**src/rtl/uart_pkg.sv**
```systemverilog
// Shared types and defaults for the UART receive front end.
// Defaults target a 50 MHz clock at 115200 baud with 16x oversampling.
package uart_pkg;

    typedef enum logic {
        StIdle,
        StRun
    } tick_state_e;

    localparam int unsigned DefBTick   = 16;
    localparam int unsigned DefDivInt  = 27;
    localparam int unsigned DefDivFrac = 2;

    function automatic logic maj3(input logic [2:0] v);
        return (v[0] & v[1]) | (v[0] & v[2]) | (v[1] & v[2]);
    endfunction

endpackage

```
**src/rtl/uart_baud_tick.sv**
```systemverilog
// Oversampling tick generator: programmable integer + fractional divisor,
// restarts phase from zero on every enable.
module uart_baud_tick
    import uart_pkg::*;
#(
    parameter int unsigned FRAC_W       = 4,
    parameter int unsigned DEF_DIV_INT  = DefDivInt,
    parameter int unsigned DEF_DIV_FRAC = DefDivFrac
) (
    input  logic              clk,
    input  logic              rst,
    input  logic              baud_en,
    input  logic [15:0]       div_int,
    input  logic [FRAC_W-1:0] div_frac,
    input  logic              div_load,
    output logic              baud_clk
);

    tick_state_e       state_q, state_d;
    logic [15:0]       div_int_q, div_int_d;
    logic [FRAC_W-1:0] div_frac_q, div_frac_d;
    logic [15:0]       per_int_q, per_int_d;
    logic [15:0]       cnt_q, cnt_d;
    logic [FRAC_W-1:0] acc_q, acc_d;
    logic              carry_q, carry_d;
    logic              baud_clk_q, baud_clk_d;
    logic [FRAC_W:0]   acc_sum;
    logic              period_end;

    always_comb begin
        div_int_d  = div_int_q;
        div_frac_d = div_frac_q;
        if (div_load) begin
            div_int_d  = (div_int < 16'd2) ? 16'd2 : div_int;
            div_frac_d = div_frac;
        end
    end

    // per_int_q freezes the divisor for the period in progress
    assign acc_sum    = {1'b0, acc_q} + {1'b0, div_frac_q};
    assign period_end = ({1'b0, cnt_q} + 17'd1) == ({1'b0, per_int_q} + {16'd0, carry_q});

    always_comb begin
        state_d    = state_q;
        per_int_d  = per_int_q;
        cnt_d      = cnt_q;
        acc_d      = acc_q;
        carry_d    = carry_q;
        baud_clk_d = 1'b0;
        case (state_q)
            StIdle: begin
                cnt_d   = '0;
                acc_d   = '0;
                carry_d = 1'b0;
                if (baud_en) begin
                    state_d   = StRun;
                    per_int_d = div_int_d;
                end
            end
            StRun: begin
                if (!baud_en) begin
                    state_d = StIdle;
                    cnt_d   = '0;
                    acc_d   = '0;
                    carry_d = 1'b0;
                end else if (period_end) begin
                    baud_clk_d       = 1'b1;
                    cnt_d            = '0;
                    {carry_d, acc_d} = acc_sum;
                    per_int_d        = div_int_d;
                end else begin
                    cnt_d = cnt_q + 16'd1;
                end
            end
            default: state_d = StIdle;
        endcase
    end

    always_ff @(posedge clk or negedge rst) begin
        if (!rst) begin
            state_q    <= StIdle;
            div_int_q  <= 16'(DEF_DIV_INT);
            div_frac_q <= FRAC_W'(DEF_DIV_FRAC);
            per_int_q  <= 16'(DEF_DIV_INT);
            cnt_q      <= '0;
            acc_q      <= '0;
            carry_q    <= 1'b0;
            baud_clk_q <= 1'b0;
        end else begin
            state_q    <= state_d;
            div_int_q  <= div_int_d;
            div_frac_q <= div_frac_d;
            per_int_q  <= per_int_d;
            cnt_q      <= cnt_d;
            acc_q      <= acc_d;
            carry_q    <= carry_d;
            baud_clk_q <= baud_clk_d;
        end
    end

    assign baud_clk = baud_clk_q;

endmodule

```
**src/rtl/uart_rx_front.sv**
```systemverilog
// UART receive front end: synchronizer, majority glitch filter, falling-edge
// pulse, break detector and the oversampling tick generator.
module uart_rx_front
    import uart_pkg::*;
#(
    parameter int unsigned B_TICK       = DefBTick,
    parameter int unsigned D_W          = 8,
    parameter int unsigned FRAC_W       = 4,
    parameter int unsigned SYNC_STAGES  = 2,
    parameter int unsigned DEF_DIV_INT  = DefDivInt,
    parameter int unsigned DEF_DIV_FRAC = DefDivFrac
) (
    input  logic              clk,
    input  logic              rst,
    input  logic              rx_pin,
    input  logic              baud_en,
    input  logic [15:0]       div_int,
    input  logic [FRAC_W-1:0] div_frac,
    input  logic              div_load,
    output logic              rx_data,
    output logic              baud_clk,
    output logic              rx_fall,
    output logic              break_det
);

    localparam int unsigned BrkTicks = (D_W + 2) * B_TICK;

    logic [SYNC_STAGES-1:0] sync_q, sync_d;
    logic [1:0]             hist_q, hist_d;
    logic [2:0]             window;
    logic                   rx_data_q, rx_data_d;
    logic                   rx_prev_q;
    logic                   rx_fall_q, rx_fall_d;
    logic [7:0]             brk_q, brk_d;
    logic                   break_det_q, break_det_d;

    // The 3-sample filter window is the two stored samples plus the one being captured,
    // so the filter adds two edges of latency on top of the synchronizer.
    always_comb begin
        sync_d    = {sync_q[SYNC_STAGES-2:0], rx_pin};
        window    = {hist_q, sync_q[SYNC_STAGES-1]};
        hist_d    = window[1:0];
        rx_data_d = maj3(window);
        rx_fall_d = rx_prev_q & ~rx_data_q;
    end

    always_comb begin
        brk_d       = brk_q;
        break_det_d = break_det_q;
        if (rx_data_q) begin
            brk_d       = '0;
            break_det_d = 1'b0;
        end else if (baud_clk) begin
            if (brk_q != 8'hff) begin
                brk_d = brk_q + 8'd1;
            end
            if (32'(brk_d) >= BrkTicks) begin
                break_det_d = 1'b1;
            end
        end
    end

    always_ff @(posedge clk or negedge rst) begin
        if (!rst) begin
            sync_q      <= '1;
            hist_q      <= '1;
            rx_data_q   <= 1'b1;
            rx_prev_q   <= 1'b1;
            rx_fall_q   <= 1'b0;
            brk_q       <= '0;
            break_det_q <= 1'b0;
        end else begin
            sync_q      <= sync_d;
            hist_q      <= hist_d;
            rx_data_q   <= rx_data_d;
            rx_prev_q   <= rx_data_q;
            rx_fall_q   <= rx_fall_d;
            brk_q       <= brk_d;
            break_det_q <= break_det_d;
        end
    end

    uart_baud_tick #(
        .FRAC_W      (FRAC_W),
        .DEF_DIV_INT (DEF_DIV_INT),
        .DEF_DIV_FRAC(DEF_DIV_FRAC)
    ) u_baud_tick (
        .clk     (clk),
        .rst     (rst),
        .baud_en (baud_en),
        .div_int (div_int),
        .div_frac(div_frac),
        .div_load(div_load),
        .baud_clk(baud_clk)
    );

    assign rx_data   = rx_data_q;
    assign rx_fall   = rx_fall_q;
    assign break_det = break_det_q;

endmodule

```
**config.mk**
```make
export PLATFORM = sky130hd
export DESIGN_NAME = uart_rx_front
export DESIGN_NICKNAME = d
export VERILOG_FILES = /design/src/rtl/uart_pkg.sv /design/src/rtl/uart_baud_tick.sv /design/src/rtl/uart_rx_front.sv
export SDC_FILE = /design/constraint.sdc
export NUM_CORES = 1
export LEC_CHECK = 0
export ABC_AREA = 1
export CORE_ASPECT_RATIO = 1.1
export CORE_UTILIZATION = 40
export DETAILED_ROUTE_END_ITERATION = 12
export GPL_TIMING_DRIVEN = 1
export PLACE_DENSITY = 0.68
export RECOVER_POWER = 25
export SLEW_MARGIN = 20
export SYNTH_ARGS = -nofsm -noshare
export SYNTH_HDL_FRONTEND = slang
export SYNTH_SLANG_ARGS = --single-unit
```
**constraint.sdc**
```tcl
create_clock -name clk -period 6.05 [get_ports clk]
set_input_delay 1.21 -clock clk [delete_from_list [all_inputs] [get_ports clk]]
set_output_delay 1.21 -clock clk [all_outputs]
set_load 0.03 [all_outputs]
```
==> Word-level counts from Yosys, hierarchy flattened <==
Index checks and enable logic that the tools add are counted.
W data, S select, Z words.
{ "totals": {"word_cells": 67, "output_inout_bits": 4, "mem_count": 0, "mem_bits_ro": 0, "ramBits": 0, "latch_bits": 0, "inputBits": 25, "register_bits": 75} }
{ "op_classes": {"shifts": 0, "magnitude_cmp": 2, "n_mul": 0, "add_sub_neg": 5, "eq_ne": 6, "div": 0, "bitwise": 8, "reduce_logical": 4, "n_mux": 27} }
{ "ops": {"columns": ["op", "n"], "rows": [
  ["$mux W16", 7],
  ["$pmux W16 S2", 2],
  ["$mux W8", 5],
  ["$add A16 B1 Y17", 1],
  ["$add A16 B1 Y17 const B", 1],
  ["$eq A17 B17 Y1", 1],
  ["$add A16 B1 Y16 const B", 1],
  ["$lt A16 B2 Y1 const B", 1],
  ["$mux W1", 9],
  ["$add A8 B1 Y8 const B", 1],
  ["$ge A8 B8 Y1 const B", 1],
  ["$mux W4", 2],
  ["$ne A8 B8 Y1 const B", 1],
  ["$pmux W4 S2", 1],
  ["$ne A2 B2 Y1 const B", 3],
  ["$add A4 B4 Y5", 1],
  ["$and A1 B1 Y1", 4],
  ["$reduce_bool A2 Y1", 2],
  ["$ne A3 B3 Y1 const B", 1],
  ["$reduce_and A3 Y1", 1],
  ["$not A1 Y1", 2],
  ["$or A1 B1 Y1", 2],
  ["$pmux W1 S2", 1],
  ["$reduce_and A2 Y1", 1]
]} }

==> Longest topological paths before layout <==
Gate-level depths: netlist of the first run.
{ "depth": {"depth_word": 8, "ltp_mapped": 19, "ltp_nobuf": 18} }

==> By module <==
A second synthesis of the first run with hierarchy kept.
{ "hier_totals": {"cells_unflattened": 601, "hier_area_um2": 4481.8} }
{ "modules_own_cells": {"columns": ["mod", "seq_area_each_um2", "area_per_inst_um2", "n_inst", "cells_per_inst"], "rows": [
  ["uart_baud_tick", 1487.7, 3759.9, 1, 523],
  ["uart_rx_front", 407.9, 721.9, 1, 78]
]} }

==> Worst setup path after synthesis of the first run <==
OpenSTA, ideal clock, no wires.
{ "synth_path": {"path_kind": "flip-flop to flip-flop", "startpoint": "register u_baud_tick.per_int_q[0]", "endpoint": "register u_baud_tick.per_int_q[11]", "setup_time_ns": 0.117, "period_less_slack_ns": 2.334, "stages_incl_launch_ff": 16, "arrival_time_ns": 2.217, "slack_ns": 3.716, "n_path_buf": 1, "t_required_ns": 5.933, "path_cell_list": "dfstp_2 -> ha_1 -> ha_1 -> nand2_2 -> nor2_4 -> nand4_1 -> xor2_1 -> nand2_1 -> nand3_1 -> nor2_2 -> nand2_4 -> nand2_8 -> nand2_4 -> buf_6 -> nand2_1 -> nand2_1"} }
{ "synth_between": {"elab_chain_cells": 4} }
{ "synth_lines": {"columns": ["element", "line", "source"], "rows": [
  ["start: declaration", "uart_baud_tick.sv:22", "logic [15:0] per_int_q, per_int_d;"],
  ["start signal: assignment", "uart_baud_tick.sv:84", "per_int_q <= 16'(DEF_DIV_INT);"],
  ["start signal: assignment", "uart_baud_tick.sv:93", "per_int_q <= per_int_d;"],
  ["$add A16 B1 Y17", "uart_baud_tick.sv:41", "assign period_end = ({1'b0, cnt_q} + 17'd1) == ({1'b0, per_int_q} + {16'd0, carry_q});"],
  ["$eq A17 B17 Y1", "uart_baud_tick.sv:41", null],
  ["$ne A2 B2 Y1 (no line)", null, null],
  ["$reduce_and A3 Y1 (no line)", null, null]
]} }
No other way between the ends.
A chain may end at the register's enable or synchronous reset.

==> Final worst setup path of the first run <==
{ "layout_path": {"startpoint": "register rx_data_q (netlist: rx_data)", "endpoint": "output rx_data"} }
{ "layout_lines": {"columns": ["element", "line", "source"], "rows": [
  ["start: declaration", "uart_rx_front.sv:31", "logic rx_data_q, rx_data_d;"],
  ["start signal: assignment", "uart_rx_front.sv:75", "rx_data_q <= rx_data_d;"],
  ["end: declaration", "uart_rx_front.sv:20", "output logic rx_data,"]
]} }
No word-level cell between the ends.

==> results of run 1 <==
[where the power goes]
part | internal [mW] | switching, mW
registers | 0.544 | 0.0354
clock network | 0.332 | 0.215
logic | 0.0671 | 0.0936
[flip-flops by register name, summed over array words and instances (netlist names)]
signal and flops:
rx_fall 1, u_baud_tick.baud_clk 1, u_baud_tick.state_q 1, u_baud_tick.per_int_q 16, break_det 1, u_baud_tick.div_frac_q 4
u_baud_tick.acc_q 4, rx_prev_q 1, u_baud_tick.cnt_q 16, u_baud_tick.carry_q 1, sync_q 2, hist_q 2
u_baud_tick.div_int_q 16, rx_data 1, brk_q 8
[metal layers]
| metal | wire length [um] | up-vias | track usage, % |
|---|---|---|---|
| met5 | 0 | - | 0 |
| met4 | 242 | 0 | 8.60 |
| met3 | 232 | 18 | 3.15 |
| met2 | 4520 | 75 | 30.6 |
| met1 | 4190 | 1694 | 21.7 |
| li1 | - | 1888 | - |
[synthesized netlist by cell type, types with 3 or more instances]
| cell | n |
|---|---|
| nand2_1 | 207 |
| nand3_1 | 63 |
| inv_1 | 61 |
| dfrtp_1 | 60 |
| nor2_1 | 50 |
| mux2_2 | 18 |
| dfstp_2 | 15 |
| nand4_1 | 13 |
| nor2_2 | 11 |
| ha_1 | 9 |
| a21oi_1 | 7 |
| o21ai_0 | 7 |
| nor3_1 | 6 |
| xor2_1 | 6 |
| nor2_4 | 4 |
| nor4_1 | 4 |
| nand2_2 | 3 |
[cell type report]
cell class	count	area, um2
Clock buffer	11	243
Sequential cell	75	1900
Fill cell	1029	5390
Inverter	64	240
Tap cell	143	179
Timing Repair Buffer	29	283
Clock inverter	5	60.1
Multi-Input combinational cell	425	2150
[worst min path at each step]
stage	to
floorplan	sync_q[1]
global placement	sync_q[1]
detailed placement	sync_q[1]
CTS	sync_q[1]
global route	sync_q[1]
finish	sync_q[1]
[cells by family after synthesis]
kind of cell | after synthesis | synth area share [%]
and+or+nand+nor | 368 | 37.5
DFF | 75 | 43.7
buffers and inverters | 71 | 6.61
AOI/OAI and AO/OA | 20 | 2.60
muxes | 18 | 4.68
adders and majority gates | 11 | 3.29
xor gates and xnor gates | 8 | 1.62
==> flow_metrics.tcl, run 1 <==
set metrics [dict create \
    worst_pin_slew_ns 0.946 \
    placementRows 39 \
    dr.pass1.iters 4 \
    ys.flop_type "dfrtp_1" \
    io_buffers 28 \
    initial_core_util_pct 41.5 \
    syn_nets 606 \
    area_growth_syn_to_layout_pct 16.6 \
    syn_area_per_cell_um2 7.59 \
    yosys.area.top_type "dfrtp_1" \
    slew_viol_final 0 \
    endpoint_kind "output pin" \
    critPathCapture "rx_data" \
    synth-edff-count 0 \
    min_path_cells 0 \
    yosysWarnings 0 \
    fin_nets 639 \
    wl_per_cell_um 12.2 \
    ys_types 37 \
    fin_crit_ns 2.98 \
    grtUsageTotal_pct 18.0 \
    leakage_nw 2.44 \
    yosys-top-cells-area "dfrtp_1 (35%), nand2_1 (18%), dfstp_2 (9.1%)" \
    die_h_um 111 \
    viasPerCell 4.89 \
    cp_num_buf_inv 1 \
    dpl.hpwl_um 6810 \
    r2r_slack_ns 3.37 \
    cts_buffers 9 \
    tns_ns 0 \
    cp_top_family "buffers and inverters" \
    first_global_vias 3630 \
    critical_path_class "register to output pin" \
    cp_cell_sequence "clkdlybuf4s50_1" \
    cts_buffer_depth 2 \
    core_area_mm2 0.0104 \
    dp_slack_ns 2.98 \
    routed_wl_um 9190 \
    vias 3675 \
    critical_path_required_ns 4.84 \
    post_cts_resized 0 \
    synth_top_area_share_pct 34.7 \
    die_w_um 101 \
    root_buffer "clkbuf_16" \
    grt_pass1_wl_um 15900 \
    relSlewSlack_pct 37.0 \
    cts.sinks 75 \
    worst_path_largest_cell_delay_ns 0.74 \
    dp_cells 736 \
    arrival_ns 1.77 \
    grt-ovfl-total 0 \
    path_max_fanout 9 \
    layout-drive-gt1-share_pct 11.8 \
    syn_area_mm2 0.00433 \
    worst_slack_ns 3.07 \
    cts_setup_buffers 0 \
    final_area_mm2 0.00505 \
    cts_tree "yes" \
    cts_hold_buf 0 \
    rsz0062_at_grt "false" \
    final_util_pct 48.4 \
    die_area_mm2 0.0113 \
    cp.depth 1 \
    clock.fmax_mhz 336 \
    final_common_cell "nand2_1" \
    antenna_left 0 \
    drt-initial-drc-count 120 \
    drcViolationCount 0 \
    clk_latency_ns 0.34 \
    p_total_mw 1.29 \
    hold_violations 0 \
    yosysSeqAreaShare_pct 43.7 \
    finalSetupViolations 0 \
    gp_congestion 0.826 \
    whs_ns 0.357 \
    ios 29 \
    grt_start_max_net_pins 76 \
    clock_skew_ns 0.00644 \
    place_area_mm2 0.00475 \
    ys_ff_latch 75 \
    ff2ff_path_depth 17 \
    slowest_stage "clkdlybuf4s50_1" \
    post-route-period-util_pct 49.2 \
    netlist_instances 571 \
    r2r-end "u_baud_tick.per_int_q[7]" \
    outcome "finished, final reports clean" \
    reg2reg_from "u_baud_tick.per_int_q[0]" \
    start_kind "register" \
    min_from "sync_q[0]" \
    htreeDepth 3 \
    n_antenna_cell 0 \
    final_cell_mix "nand2_1 (207), nand3_1 (63), inv_1 (61), dfrtp_1 (60), nor2_1 (50)" \
    clkTransAtPathRegs_ns 0.06 \
    max-cap-violations 0 \
    fin_cells 752 \
    powerDensity_mw_per_mm2 255 \
    hold_class "register to register" \
    synthArstFlopShare_pct 100 \
    antenna_found_initial 0 \
    max-vdd-ir-drop_mv 0.208 \
    worstSetupStartpoint "rx_data" \
]
Note: power is estimated with default switching activity, not from simulation.
==> run 2, diff against run 1 <==
==> constraint.sdc (replaced) <==
create_clock -name clk -period 2.9 [get_ports clk]
set_input_delay 0.58 -clock clk [delete_from_list [all_inputs] [get_ports clk]]
set_output_delay 0.58 -clock clk [all_outputs]
set_load 0.03 [all_outputs]
==> run 2 against run 1 <==
Net effect:
- the run now ends with max-capacitance violations, max-slew violations left
- sequential cell count did not move
- design area increased by 0.69%
- non-clock buffer count increased by 2
- sequential power rose by 110%
- register-to-register slack lost 3.1 ns
- worst hold slack gained 0.0077 ns
- first-iteration DRC count increased by 38%
- clock skew about the same
- sequential share of layout area fell by 0.26 points
- via count increased by 0.82%
- routed wire length rose by 2.4%
- die area unchanged
==> flow_metrics.tcl, run 2 (synthesized netlist as in run 1, its figures left out) <==
set metrics [dict create \
    max-cap-violations 1 \
    area_growth_syn_to_layout_pct 17.4 \
    fin_cells 754 \
    slowest_stage "dfstp_2" \
    endpoint_kind "register" \
    ios 29 \
    htreeDepth 3 \
    layout-drive-gt1-share_pct 12.3 \
    grt-ovfl-total 0 \
    drcViolationCount 0 \
    io_buffers 28 \
    root_buffer "clkbuf_16" \
    worst_pin_slew_ns 1.70 \
    critical_path_required_ns 3.13 \
    cts_buffer_depth 2 \
    final_cell_mix "nand2_1 (207), nand3_1 (63), inv_1 (61), dfrtp_1 (60), nor2_1 (50)" \
    arrival_ns 2.82 \
    post-route-period-util_pct 89.6 \
    finalSetupViolations 0 \
    grtUsageTotal_pct 18.5 \
    cp_top_family "simple AND/OR/NAND/NOR gates" \
    path_common_cell "nand2_1" \
    routed_wl_um 9400 \
    violations "max-capacitance violations, max-slew violations" \
    initial_core_util_pct 41.5 \
    cts_hold_buf 0 \
    min_from "sync_q[0]" \
    slew_viol_final 32 \
    dp_slack_ns 0.322 \
    tns_ns 0 \
    dpl.hpwl_um 7070 \
    hold_class "register to register" \
    clkTransAtPathRegs_ns 0.06 \
    clock_skew_ns 0.00595 \
    final_area_mm2 0.00509 \
    final_util_pct 48.7 \
    relSlewSlack_pct -13.4 \
    cts_buffers 9 \
    grt_pass1_wl_um 16500 \
    die_h_um 111 \
    n_antenna_cell 0 \
    critical_path_class "register to register" \
    cp_num_buf_inv 1 \
    clock.fmax_mhz 385 \
    hold_violations 0 \
    core_area_mm2 0.0104 \
    first_global_vias 3664 \
    dr.pass1.iters 4 \
    worstSetupStartpoint "u_baud_tick.per_int_q[0]" \
    placementRows 39 \
    powerDensity_mw_per_mm2 532 \
    worst_path_largest_cell_delay_ns 0.54 \
    vias 3705 \
    drt-initial-drc-count 166 \
    die_area_mm2 0.0113 \
    wl_per_cell_um 12.5 \
    place_area_mm2 0.00478 \
    worst_slack_ns 0.301 \
    leakage_nw 2.45 \
    start_kind "register" \
    dp_cells 738 \
    fin_crit_ns 2.60 \
    clk_latency_ns 0.34 \
    rsz0062_at_grt "false" \
    cts.sinks 75 \
    viasPerCell 4.91 \
    gp_congestion 0.860 \
    reg2reg_from "u_baud_tick.per_int_q[0]" \
    final_common_cell "nand2_1" \
    outcome "finished with violations" \
    path_max_fanout 17 \
    antenna_found_initial 0 \
    max-vdd-ir-drop_mv 0.354 \
    cp_cell_sequence "ha_1, ha_2, nand2_2, nor2_4, nand2_2, clkinv_1, nand3_1, nand2_1, nand2_1, nor2_1, nand3_1, nor2_2, nand2_4, nand2_8, nand2_4, nand2_1, nand2_1" \
    antenna_left 0 \
    die_w_um 101 \
    grt_start_max_net_pins 45 \
    reg.largest.list "u_baud_tick.cnt_q (16), u_baud_tick.div_int_q (16), u_baud_tick.per_int_q (16)" \
    fin_nets 641 \
    cts_tree "yes" \
]
-- run 2: changes by cell type in the layout (fill, tap and decap cells not counted), sizes merged --
cell / delta
clkinv: +1
inv: +1
buf: +1
clkinvlp: -1
-- run 2: worst reg2reg max path, stage by stage, from the launching register on --
cell and delay [ns]:
dfstp_2 0.54, ha_1 0.17, ha_2 0.21, nand2_2 0.09
nor2_4 0.22, nand2_2 0.10, clkinv_1 0.05, nand3_1 0.09
nand2_1 0.09, nand2_1 0.05, nor2_1 0.08, nand3_1 0.09
nor2_2 0.15, nand2_4 0.13, nand2_8 0.15, nand2_4 0.13
nand2_1 0.10, nand2_1 0.05
-- run 2: final timing paths --
| check | to | cells past startpoint | slack [ns] |
|---|---|---|---|
| max | u_baud_tick.per_int_q[8] | 17 | 0.30 |
| min | sync_q[1] | 0 | 0.37 |
| max reg2reg | u_baud_tick.per_int_q[8] | 17 | 0.30 |
| min reg2reg | sync_q[1] | 0 | 0.37 |
| max in group asynchronous | rx_prev_q | 2 | 1.19 |
| min in group asynchronous | u_baud_tick.div_frac_q[0] | 1 | 0.68 |
-- run 2: timing repair --
item | in CTS | in global routing
hold endpoints to repair | 0 | 0
endpoints found under the setup margin | 0 | 2
buffers inserted | 0 | 0
resized for setup | 0 | 1
-- run 2: stage by stage --
step | hold slack (ns) | power [mW]
final | 0.365 | 2.71
after global routing | 0.372 | 2.83
after CTS | 0.316 | 2.73
after detailed placement | 0.352 | 1.57
after global placement | 0.347 | 1.56
after floorplan | 0.284 | 1.44
-- run 2: area by class of cell --
type	instances	area [um2]
inverters	64	240
clock inverters	6	70.1
fillers	1037	5360
flip-flops and latches	75	1900
clock buffers	10	239
repair buffers	31	309
well taps	143	179
multi-input cells	425	2150
-- run 2: report_power, final --
group	switching [mW]	internal, mW	total [mW]
combinational	0.200	0.143	0.344
sequential	0.0754	1.13	1.21
clock	0.456	0.697	1.15
-- run 2: metal layers --
metal  up-vias  global-route usage, %  share of wire, %
li1       1896                      -                 -
met1      1729                   23.4                46
met2        65                   30.9                49
met3        15                   3.15               3.0
met4         0                   7.15               2.4
met5         -                      0                 0
